`config.mk`:
```
export PLATFORM = sky130hd
export DESIGN_NAME = sal_bank_ctrl
export DESIGN_NICKNAME = d
export VERILOG_FILES = /design/src/rtl/sal_pkg.sv /design/src/rtl/sal_tcnt.sv /design/src/rtl/sal_bank_ctrl.sv
export SDC_FILE = /design/constraint.sdc
export NUM_CORES = 1
export LEC_CHECK = 0
export ABC_AREA = 1
export CAP_MARGIN = 5
export CORE_ASPECT_RATIO = 1.4
export CORE_UTILIZATION = 40
export DETAILED_ROUTE_END_ITERATION = 10
export SKIP_LAST_GASP = 1
export SLEW_MARGIN = 10
export SYNTH_ARGS = -nofsm -noshare
export SYNTH_HDL_FRONTEND = slang
export SYNTH_SLANG_ARGS = --single-unit
```
`constraint.sdc`:
```
create_clock -name clk -period 3.5 [get_ports clk]
set_clock_uncertainty 0.2 [all_clocks]
set_input_delay 1.05 -clock clk [delete_from_list [all_inputs] [get_ports clk]]
set_output_delay 1.05 -clock clk [all_outputs]
set_load 0.03 [all_outputs]
```
`src/rtl/sal_pkg.sv`:
```
// Shared types and default DRAM bank timing for the sal bank controller.
// These defaults are kept in step with the DDR timing parameters header.
package sal_pkg;

    typedef enum logic [1:0] {
        CMD_ACT = 2'd0,
        CMD_RD  = 2'd1,
        CMD_WR  = 2'd2,
        CMD_PRE = 2'd3
    } cmd_type_t;

    typedef enum logic [1:0] {
        BK_CLOSED  = 2'd0,
        BK_OPEN    = 2'd1,
        BK_CLOSING = 2'd2
    } bk_state_t;

    localparam int unsigned SAL_T_RCD = 32'd4;
    localparam int unsigned SAL_T_RAS = 32'd12;
    localparam int unsigned SAL_T_RP  = 32'd4;
    localparam int unsigned SAL_T_RTP = 32'd3;
    localparam int unsigned SAL_T_WR  = 32'd6;

    function automatic int unsigned tmax(input int unsigned a, input int unsigned b);
        return (a > b) ? a : b;
    endfunction

    // Counters hold at most T-1, so $clog2(T) bits suffice (never fewer than one).
    function automatic int unsigned cnt_width(input int unsigned t_max);
        return (t_max <= 32'd2) ? 32'd1 : $clog2(t_max);
    endfunction

endpackage

```
`src/rtl/sal_tcnt.sv`:
```
// Loadable saturating down-counter used for one per-bank timing constraint.
module sal_tcnt #(
    parameter int unsigned W = 4
) (
    input  logic         clk,
    input  logic         rst,
    input  logic         load,
    input  logic [W-1:0] load_val,
    output logic [W-1:0] value,
    output logic         is_zero
);

    logic [W-1:0] value_r;

    // Reload has priority; otherwise count down and stick at zero
    always_ff @(posedge clk) begin
        if (rst) begin
            value_r <= {W{1'b0}};
        end else if (load) begin
            value_r <= load_val;
        end else if (value_r != {W{1'b0}}) begin
            value_r <= value_r - W'(1);
        end else begin
            value_r <= value_r;
        end
    end

    assign value   = value_r;
    assign is_zero = (value_r == {W{1'b0}});

endmodule

```
`src/rtl/sal_bank_ctrl.sv`:
```
// Per-bank DRAM controller: one pending request, open-row tracking, ACT/RD/WR/PRE timing.
// Page policy: define SAL_BK_OPEN_PAGE_EN for open-page, otherwise closed-page.
module sal_bank_ctrl
    import sal_pkg::*;
#(
    parameter int unsigned ID_W  = 4,
    parameter int unsigned RA_W  = 14,
    parameter int unsigned CA_W  = 10,
    parameter int unsigned LEN_W = 4,
    parameter int unsigned T_RCD = SAL_T_RCD,
    parameter int unsigned T_RAS = SAL_T_RAS,
    parameter int unsigned T_RP  = SAL_T_RP,
    parameter int unsigned T_RTP = SAL_T_RTP,
    parameter int unsigned T_WR  = SAL_T_WR
) (
    input  logic             clk,
    input  logic             rst,
    input  logic             req_valid,
    output logic             req_ready,
    input  logic [ID_W-1:0]  req_id,
    input  logic [RA_W-1:0]  req_ra,
    input  logic [CA_W-1:0]  req_ca,
    input  logic [LEN_W-1:0] req_len,
    input  logic             req_wr,
    output logic             cmd_valid,
    output logic [1:0]       cmd_type,
    input  logic             cmd_gnt,
    output logic [ID_W-1:0]  cmd_id,
    output logic [RA_W-1:0]  cmd_ra,
    output logic [CA_W-1:0]  cmd_ca,
    output logic [LEN_W-1:0] cmd_len,
    output logic             row_open,
    output logic [RA_W-1:0]  open_ra
);

    localparam int unsigned T_MAX = tmax(tmax(tmax(T_RCD, T_RAS), tmax(T_RP, T_RTP)), T_WR);
    localparam int unsigned CNT_W = cnt_width(T_MAX);

    bk_state_t        state_r;
    logic             pend_valid_r;
    logic             req_ready_r;
    logic [ID_W-1:0]  pend_id_r;
    logic [RA_W-1:0]  pend_ra_r;
    logic [CA_W-1:0]  pend_ca_r;
    logic [LEN_W-1:0] pend_len_r;
    logic             pend_wr_r;

    logic             cmd_valid_r;
    cmd_type_t        cmd_type_r;
    logic [ID_W-1:0]  cmd_id_r;
    logic [RA_W-1:0]  cmd_ra_r;
    logic [CA_W-1:0]  cmd_ca_r;
    logic [LEN_W-1:0] cmd_len_r;
    logic             row_open_r;
    logic [RA_W-1:0]  open_ra_r;

    logic             grant_s;
    logic             ld_rcd_s, ld_ras_s, ld_rp_s, ld_rtp_s, ld_wr_s;
    logic [CNT_W-1:0] rcd_val_s, ras_val_s, rp_val_s, rtp_val_s, wr_val_s;
    logic             rcd_zero_s, ras_zero_s, rp_zero_s, rtp_zero_s, wr_zero_s;
    logic             rcd_ok_s, ras_ok_s, rp_ok_s, rtp_ok_s, wr_ok_s;
    logic             row_hit_s;

    // Counter reloads are driven by the grant of the command that starts each constraint
    always_comb begin
        grant_s  = cmd_valid_r && cmd_gnt;
        ld_rcd_s = 1'b0;
        ld_ras_s = 1'b0;
        ld_rp_s  = 1'b0;
        ld_rtp_s = 1'b0;
        ld_wr_s  = 1'b0;
        if (grant_s) begin
            case (cmd_type_r)
                CMD_ACT: begin
                    ld_rcd_s = 1'b1;
                    ld_ras_s = 1'b1;
                end
                CMD_RD:  ld_rtp_s = 1'b1;
                CMD_WR:  ld_wr_s  = 1'b1;
                CMD_PRE: ld_rp_s  = 1'b1;
                default: ld_rp_s  = 1'b0;
            endcase
        end else begin
            ld_rcd_s = 1'b0;
        end
    end

    sal_tcnt #(.W(CNT_W)) u_trcd (.clk(clk), .rst(rst), .load(ld_rcd_s),
        .load_val(CNT_W'(T_RCD - 32'd1)), .value(rcd_val_s), .is_zero(rcd_zero_s));
    sal_tcnt #(.W(CNT_W)) u_tras (.clk(clk), .rst(rst), .load(ld_ras_s),
        .load_val(CNT_W'(T_RAS - 32'd1)), .value(ras_val_s), .is_zero(ras_zero_s));
    sal_tcnt #(.W(CNT_W)) u_trp  (.clk(clk), .rst(rst), .load(ld_rp_s),
        .load_val(CNT_W'(T_RP - 32'd1)),  .value(rp_val_s),  .is_zero(rp_zero_s));
    sal_tcnt #(.W(CNT_W)) u_trtp (.clk(clk), .rst(rst), .load(ld_rtp_s),
        .load_val(CNT_W'(T_RTP - 32'd1)), .value(rtp_val_s), .is_zero(rtp_zero_s));
    sal_tcnt #(.W(CNT_W)) u_twr  (.clk(clk), .rst(rst), .load(ld_wr_s),
        .load_val(CNT_W'(T_WR - 32'd1)),  .value(wr_val_s),  .is_zero(wr_zero_s));

    // cmd_valid is registered, so legality is judged on the counter value of the next cycle
    assign rcd_ok_s  = rcd_zero_s || (rcd_val_s == CNT_W'(1));
    assign ras_ok_s  = ras_zero_s || (ras_val_s == CNT_W'(1));
    assign rp_ok_s   = rp_zero_s  || (rp_val_s  == CNT_W'(1));
    assign rtp_ok_s  = rtp_zero_s || (rtp_val_s == CNT_W'(1));
    assign wr_ok_s   = wr_zero_s  || (wr_val_s  == CNT_W'(1));
    assign row_hit_s = (pend_ra_r == open_ra_r);

    // Request capture, bank state machine and registered command outputs
    always_ff @(posedge clk) begin
        if (rst) begin
            state_r      <= BK_CLOSED;
            pend_valid_r <= 1'b0;
            req_ready_r  <= 1'b1;
            pend_id_r    <= {ID_W{1'b0}};
            pend_ra_r    <= {RA_W{1'b0}};
            pend_ca_r    <= {CA_W{1'b0}};
            pend_len_r   <= {LEN_W{1'b0}};
            pend_wr_r    <= 1'b0;
            cmd_valid_r  <= 1'b0;
            cmd_type_r   <= CMD_ACT;
            cmd_id_r     <= {ID_W{1'b0}};
            cmd_ra_r     <= {RA_W{1'b0}};
            cmd_ca_r     <= {CA_W{1'b0}};
            cmd_len_r    <= {LEN_W{1'b0}};
            row_open_r   <= 1'b0;
            open_ra_r    <= {RA_W{1'b0}};
        end else begin
            if (req_valid && req_ready_r) begin
                pend_valid_r <= 1'b1;
                req_ready_r  <= 1'b0;
                pend_id_r    <= req_id;
                pend_ra_r    <= req_ra;
                pend_ca_r    <= req_ca;
                pend_len_r   <= req_len;
                pend_wr_r    <= req_wr;
            end
            case (state_r)
                BK_CLOSED: begin
                    if (cmd_valid_r) begin
                        if (cmd_gnt) begin
                            cmd_valid_r <= 1'b0;
                            state_r     <= BK_OPEN;
                            row_open_r  <= 1'b1;
                            open_ra_r   <= pend_ra_r;
                        end
                    end else if (pend_valid_r && rp_ok_s) begin
                        cmd_valid_r <= 1'b1;
                        cmd_type_r  <= CMD_ACT;
                        cmd_id_r    <= pend_id_r;
                        cmd_ra_r    <= pend_ra_r;
                        cmd_ca_r    <= pend_ca_r;
                        cmd_len_r   <= pend_len_r;
                    end
                end
                BK_OPEN: begin
                    if (cmd_valid_r) begin
                        if (cmd_gnt) begin
                            cmd_valid_r  <= 1'b0;
                            pend_valid_r <= 1'b0;
                            req_ready_r  <= 1'b1;
`ifdef SAL_BK_OPEN_PAGE_EN
                            state_r      <= BK_OPEN;
`else
                            state_r      <= BK_CLOSING;
`endif
                        end
                    end else if (pend_valid_r) begin
                        if (!row_hit_s) begin
                            state_r <= BK_CLOSING;
                        end else if (rcd_ok_s) begin
                            cmd_valid_r <= 1'b1;
                            cmd_type_r  <= pend_wr_r ? CMD_WR : CMD_RD;
                            cmd_id_r    <= pend_id_r;
                            cmd_ra_r    <= pend_ra_r;
                            cmd_ca_r    <= pend_ca_r;
                            cmd_len_r   <= pend_len_r;
                        end
                    end
                end
                BK_CLOSING: begin
                    if (cmd_valid_r) begin
                        if (cmd_gnt) begin
                            cmd_valid_r <= 1'b0;
                            state_r     <= BK_CLOSED;
                            row_open_r  <= 1'b0;
                        end
                    end else if (ras_ok_s && rtp_ok_s && wr_ok_s) begin
                        cmd_valid_r <= 1'b1;
                        cmd_type_r  <= CMD_PRE;
                        cmd_id_r    <= pend_id_r;
                        cmd_ra_r    <= open_ra_r;
                        cmd_ca_r    <= pend_ca_r;
                        cmd_len_r   <= pend_len_r;
                    end
                end
                default: begin
                    state_r     <= BK_CLOSED;
                    cmd_valid_r <= 1'b0;
                end
            endcase
        end
    end

    // Reset gates ready directly so it reads 0 during reset and 1 the cycle after
    assign req_ready = req_ready_r && !rst;
    assign cmd_valid = cmd_valid_r;
    assign cmd_type  = cmd_type_r;
    assign cmd_id    = cmd_id_r;
    assign cmd_ra    = cmd_ra_r;
    assign cmd_ca    = cmd_ca_r;
    assign cmd_len   = cmd_len_r;
    assign row_open  = row_open_r;
    assign open_ra   = open_ra_r;

endmodule

```
# Word level (Yosys, flattened, before mapping)
# Index checks and enable logic that the tools add are counted.
classes:
  addsub: 5
  n_eq_ne: 26
  n_mux: 96
  n_reduce_logical: 39
op_table:
  columns: ["operator", "n"]
  rows:
  - ["$mux 14", 8]
  - ["$mux 10", 8]
  - ["$mux 4", 18]
  - ["$mux 2", 23]
  - ["$pmux 14 s3", 1]
  - ["$pmux 10 s3", 1]
  - ["$mux 1", 29]
  - ["$ne 2x2->1 const B", 12]
  - ["$pmux 4 s3", 2]
  - ["$eq 4x1->1 const B", 5]
  - ["$logic_not 4->1", 5]
  - ["$reduce_bool 4->1", 5]
  - ["$sub 4x1->4 const B", 5]
  - ["$eq 14x14->1", 1]
  - ["$pmux 2 s3", 2]
  - ["$reduce_bool 2->1", 6]
  - ["$ne 3x3->1 const B", 3]
  - ["$reduce_and 9->1", 1]
  - ["$reduce_or 2->1", 4]
  - ["$reduce_and 7->1", 1]
  - ["$eq 2x2->1 const B", 3]
  - ["$logic_and 1x1->1", 6]
  - ["$mux 3", 2]
  - ["$logic_or 1x1->1", 5]
  - ["other kinds (8)", 10]
totals:
  regBits: 107
  input_bits: 37
  output_inout_bits: 51
  word_cells: 192

# Longest topological paths before layout
# Gate-level depths: netlist of the first run.
depth:
  ltp_word: 7
  depth_mapped: 13
  depth_no_buf: 12

# Hierarchy
# From an unflattened synthesis of the first run, not the netlist that was laid out.
unflattened:
  cells_unflattened: 764
  area_unflattened_um2: 5190.0
by_module_without_submodules:
  columns: ["mod", "instances", "cells_per_inst", "area_per_inst_um2", "seq_area_each_um2"]
  rows:
  - ["sal_bank_ctrl", 1, 564, 3951.3, 1741.7]
  - ["sal_tcnt", 5, 40, 247.7, 80.1]

# Least setup slack after synthesis of the first run
# Ideal clock, no wire load.
synth_timing:
  path_kind: "input-to-output"
  from: "input port rst"
  to: "output port req_ready"
  t_arrival_ns: 1.662
  required_ns: 2.250
  setup_slack_ns: 0.588
  stages: 2
  n_path_buf: 1
  cell_sequence: "clkbuf_1 nor2_1"
synth_via:
  elab_chain_cells: 2
synth_rtl:
  columns: ["item", "line", "rtl"]
  rows:
  - ["start, declared", "sal_bank_ctrl.sv:17", "input logic rst,"]
  - ["$logic_not 1->1", "sal_bank_ctrl.sv:204", "assign req_ready = req_ready_r && !rst;"]
  - ["$logic_and 1x1->1", "sal_bank_ctrl.sv:204", null]
  - ["end, declared", "sal_bank_ctrl.sv:19", "output logic req_ready,"]
# Every way passes these cells.

# Worst setup path in the final report of the first run
# Same ends and word-level chain as after synthesis.

==> impl_metrics.prom, run 1 <==
# TYPE chip_impl_metric gauge
chip_impl_metric{name="detail_route.drc_violations",unit=""} 0
chip_impl_metric{name="setup-tns-final",unit="ps"} 0
chip_impl_metric{name="clk_transition_reported_paths",unit="ps"} 70
chip_impl_metric{name="worst_slew_pin_slew",unit="ps"} 608
chip_impl_metric{name="synth.avg_cell_area",unit="sq um"} 7.18
chip_impl_metric{name="post_synthesis_compound_gate_area_fraction",unit="%"} 17.7
chip_impl_metric{name="floorplan.rows",unit=""} 46
chip_impl_metric{name="post_cts.repair.setup_buffers",unit=""} 0
chip_impl_metric{name="setup_violations",unit=""} 0
chip_impl_metric{name="detail_route.first_pass.iterations",unit=""} 4
chip_impl_metric{name="synthToLayoutAreaGrowth",unit="%"} 28.2
chip_impl_metric{name="finalWirelength",unit="mm"} 11.7
chip_impl_metric{name="max_clock_buf_depth",unit=""} 2
chip_impl_metric{name="cts_buffer_count",unit=""} 9
chip_impl_metric{name="initial_antenna_violation_count",unit=""} 0
chip_impl_metric{name="ioPinCount",unit=""} 88
chip_impl_metric{name="floorplan.die.width",unit="um"} 94.3
chip_impl_metric{name="worst-r2r-cell-count",unit=""} 11
chip_impl_info{name="worstHoldPathType",value="flop to flop"} 1
chip_impl_metric{name="hold_slack",unit="ps"} 253
chip_impl_metric{name="share_of_cells_above_drive_strength_1",unit="%"} 7.26
chip_impl_metric{name="routabilityCongestion",unit=""} 0.822
chip_impl_metric{name="multi_input_gate_area",unit="sq um"} 2190
chip_impl_metric{name="power-per-cell-area",unit="nW/um^2"} 749
chip_impl_metric{name="worst-endpoint-required",unit="ps"} 2250
chip_impl_metric{name="vias",unit=""} 4362
chip_impl_metric{name="nets",unit=""} 786
chip_impl_metric{name="synth_top_area_share",unit="%"} 44.9
chip_impl_info{name="rsz0062_at_grt",value="no"} 1
chip_impl_metric{name="worstHoldPathCells",unit=""} 2
chip_impl_metric{name="synth_cells",unit=""} 665
chip_impl_metric{name="totalPowerFinal",unit="uW"} 4580
chip_impl_metric{name="first_iter_violations",unit=""} 176
chip_impl_metric{name="slew-limit-headroom",unit="%"} 59.3
chip_impl_metric{name="cp.depth",unit=""} 3
chip_impl_info{name="cts_tree",value="built"} 1
chip_impl_metric{name="numClockSinks",unit=""} 107
chip_impl_metric{name="placement.io_buffers",unit=""} 87
chip_impl_info{name="cpMaxStageDelayCell",value="sky130_fd_sc_hd__clkdlybuf4s50_1"} 1
chip_impl_metric{name="final_period_minus_worst_setup_slack",unit="ps"} 3110
chip_impl_metric{name="post-dp-hpwl",unit="mm"} 8.16
chip_impl_metric{name="fillerInstances",unit=""} 1134
chip_impl_metric{name="cts-hold-fix-buffers",unit=""} 0
chip_impl_info{name="run_status",value="finished clean"} 1
chip_impl_info{name="layout_common_cells",value="sky130_fd_sc_hd__nand2_1, sky130_fd_sc_hd__dfxtp_1, sky130_fd_sc_hd__nor2_1, sky130_fd_sc_hd__clkdlybuf4s50_1, sky130_fd_sc_hd__o21ai_0"} 1
chip_impl_metric{name="antenna_cells_inserted",unit=""} 0
chip_impl_info{name="post-synth-top-area-cell",value="sky130_fd_sc_hd__dfxtp_1"} 1
chip_impl_metric{name="synth-seq-cells",unit=""} 107
chip_impl_metric{name="synthesis.area",unit="sq um"} 4770
chip_impl_metric{name="layout_worst_path_cycle_share",unit="%"} 88.7
chip_impl_metric{name="worst_ir_drop_vdd",unit="uV"} 351
chip_impl_info{name="critical_path_class",value="primary input to primary output"} 1
chip_impl_info{name="critical_path.startpoint_type",value="primary input"} 1
chip_impl_info{name="timing.critical_path.cells",value="clkdlybuf4s50_1 > nor2_1 > buf_4"} 1
chip_impl_metric{name="combined_global_route_utilization_of_all_metal_layers",unit="%"} 19.8
chip_impl_metric{name="critPathArrivalTime",unit="ps"} 1860
chip_impl_metric{name="drt-vias-per-instance",unit=""} 4.91
chip_impl_info{name="layout_commonest_cell",value="sky130_fd_sc_hd__nand2_1"} 1
chip_impl_metric{name="timing_hold_violations_final",unit=""} 0
chip_impl_metric{name="cap_violations",unit=""} 0
chip_impl_metric{name="synthesized_area_fraction_occupied_by_and_or_nand_nor_cells",unit="%"} 24.1
chip_impl_metric{name="grt_pass1_vias",unit=""} 4098
chip_impl_metric{name="cts_repair_resize_count",unit=""} 0
chip_impl_metric{name="final_design_area_no_fill",unit="sq um"} 6120
chip_impl_metric{name="starting_density_of_the_core",unit="%"} 41.7
chip_impl_metric{name="synth_nets",unit=""} 712
chip_impl_metric{name="drt-wirelength-per-cell",unit="um"} 13.2
chip_impl_info{name="synth_top_family_by_area",value="simple AND/OR/NAND/NOR gates"} 1
chip_impl_metric{name="synth-adder-area-share",unit="%"} 2.62
chip_impl_metric{name="final_max_slew_viol_count",unit=""} 0
chip_impl_info{name="cts.root.buffer_cell",value="sky130_fd_sc_hd__clkbuf_16"} 1
chip_impl_info{name="worst_path_dominant_cell_family",value="buffers and inverters"} 1
chip_impl_metric{name="critical_path_peak_fanout",unit=""} 2
chip_impl_metric{name="insertion_delay",unit="ps"} 340
chip_impl_info{name="critical_path_endpoint_category",value="primary output"} 1
chip_impl_metric{name="dpl_cell_area",unit="sq um"} 5770
chip_impl_metric{name="synth.yosys.seq_area_share",unit="%"} 44.9
chip_impl_metric{name="final_antenna_net_count",unit=""} 0
chip_impl_metric{name="critPathMaxStageDelay",unit="ps"} 450
chip_impl_metric{name="ys_warn_count",unit=""} 0
chip_impl_metric{name="clock_tree.htree_level_count",unit=""} 3
chip_impl_metric{name="synth-xor-area-share",unit="%"} 1.28
chip_impl_metric{name="grt_overflow",unit=""} 0
chip_impl_metric{name="die_area",unit="sq um"} 12400
chip_impl_metric{name="ff_latch_area",unit="sq um"} 2140
chip_impl_metric{name="core_region_area",unit="sq um"} 11500
chip_impl_metric{name="grt_max_degree",unit=""} 70
chip_impl_metric{name="grt_first_pass_wirelength",unit="mm"} 19.5
chip_impl_metric{name="worstPathBufferInverterCount",unit=""} 2
chip_impl_metric{name="post-place-cells",unit=""} 872
chip_impl_info{name="post_synth_main_area_contributors",value="sky130_fd_sc_hd__dfxtp_1, sky130_fd_sc_hd__nand2_1, sky130_fd_sc_hd__o21ai_0, sky130_fd_sc_hd__a21oi_1, sky130_fd_sc_hd__nor2_1"} 1
chip_impl_metric{name="static-leakage-power",unit="uW"} 0.00251
chip_impl_metric{name="synth_mux_area_share",unit="%"} 0
chip_impl_metric{name="fmax",unit="GHz"} 0.322
chip_impl_metric{name="layoutNonFillerInstCount",unit=""} 888
chip_impl_metric{name="synthDistinctLibCells",unit=""} 35
chip_impl_metric{name="floorplan.die.height",unit="um"} 131
[power breakdown]
group,internal [uW],total [uW],switching [uW],leakage [uW]
sequential,1480,1660,188,0.000879
combinational,737,1770,1030,0.00146
clock,706,1150,440,0.000168
total,2920,4580,1660,0.00251
[through the flow]
step                setup WS [ps]  util, %
CTS                           384     53.4
finish                        395     53.4
floorplan                     588        -
global placement              402     50.4
detailed placement            386     50.4
global route                  362     53.4
[final timing paths]
path                                                 from                        end  slack, ps
worst max-delay path                                  rst                  req_ready        390
worst min-delay path            pend_id_r[0]$_SDFFE_PP0P_  pend_id_r[0]$_SDFFE_PP0P_        250
worst max register to register    state_r[0]$_SDFFE_PP0P_     cmd_ca[6]$_SDFFE_PP0P_        910
worst min register to register  pend_id_r[0]$_SDFFE_PP0P_  pend_id_r[0]$_SDFFE_PP0P_        250
[tightest hold or removal path, cell delays in order (launching register included)]
cell and delay (ps):
sky130_fd_sc_hd__dfxtp_1 300, sky130_fd_sc_hd__inv_1 60, sky130_fd_sc_hd__a21oi_1 50
[Yosys cell counts (all sizes together)]
cell type,instances
clkinv,1
nor4,2
o21bai,1
nor2,91
ha,10
a21oi,80
a31oi,1
nand3b,8
clkbuf,22
inv,74
nand4,3
o211ai,2
a221oi,1
buf,12
and3,1
nand3,29
a211o,1
xnor2,6
xor2,1
nand2,131
nor3,8
or2,1
o21ai,72
dfxtp,107
[per-layer routing]
layer	up-vias	track usage (%)	wire, um
li1	2276	-	-
met1	1992	24.6	5210
met2	83	33.6	5800
met3	11	3.18	504
met4	0	7.35	203
met5	-	0	0
[state kept, by name, indices dropped and copies added, names as in the netlist, 10 cells and up]
register and flops:
cmd_ra 14, cmd_ca 10, pend_ra_r 14, pend_ca_r 10, open_ra 14
[area by class of cell]
| class | count | share of cell area, % |
|---|---|---|
| multi-input combinational | 449 | 35.7 |
| sequential | 107 | 35.0 |
| timing repair buffer | 97 | 16.0 |
| inverter | 75 | 4.60 |
| clock buffer | 13 | 4.58 |
| tap | 144 | 2.94 |
| clock inverter | 3 | 1.10 |
[cells by family after synthesis]
group                      count (synthesis)
adders and majority gates                 10
buffers and inverters                    109
DFF                                      107
and+or+nand+nor                          274
AOI/OAI and AO/OA                        158
xor gates and xnor gates                   7
No activity file was read; power rests on OpenSTA's default activity.
==> inputs of run 2 (changes only) <==
--- a/config.mk
+++ b/config.mk
@@ -6,7 +6,7 @@
 export NUM_CORES = 1
 export LEC_CHECK = 0
 export ABC_AREA = 1
-export CAP_MARGIN = 5
+export CAP_MARGIN = 20
 export CORE_ASPECT_RATIO = 1.4
 export CORE_UTILIZATION = 40
 export DETAILED_ROUTE_END_ITERATION = 10
==> results of run 2 <==
The final DEF is identical to that of run 1; final timing and power are the same.
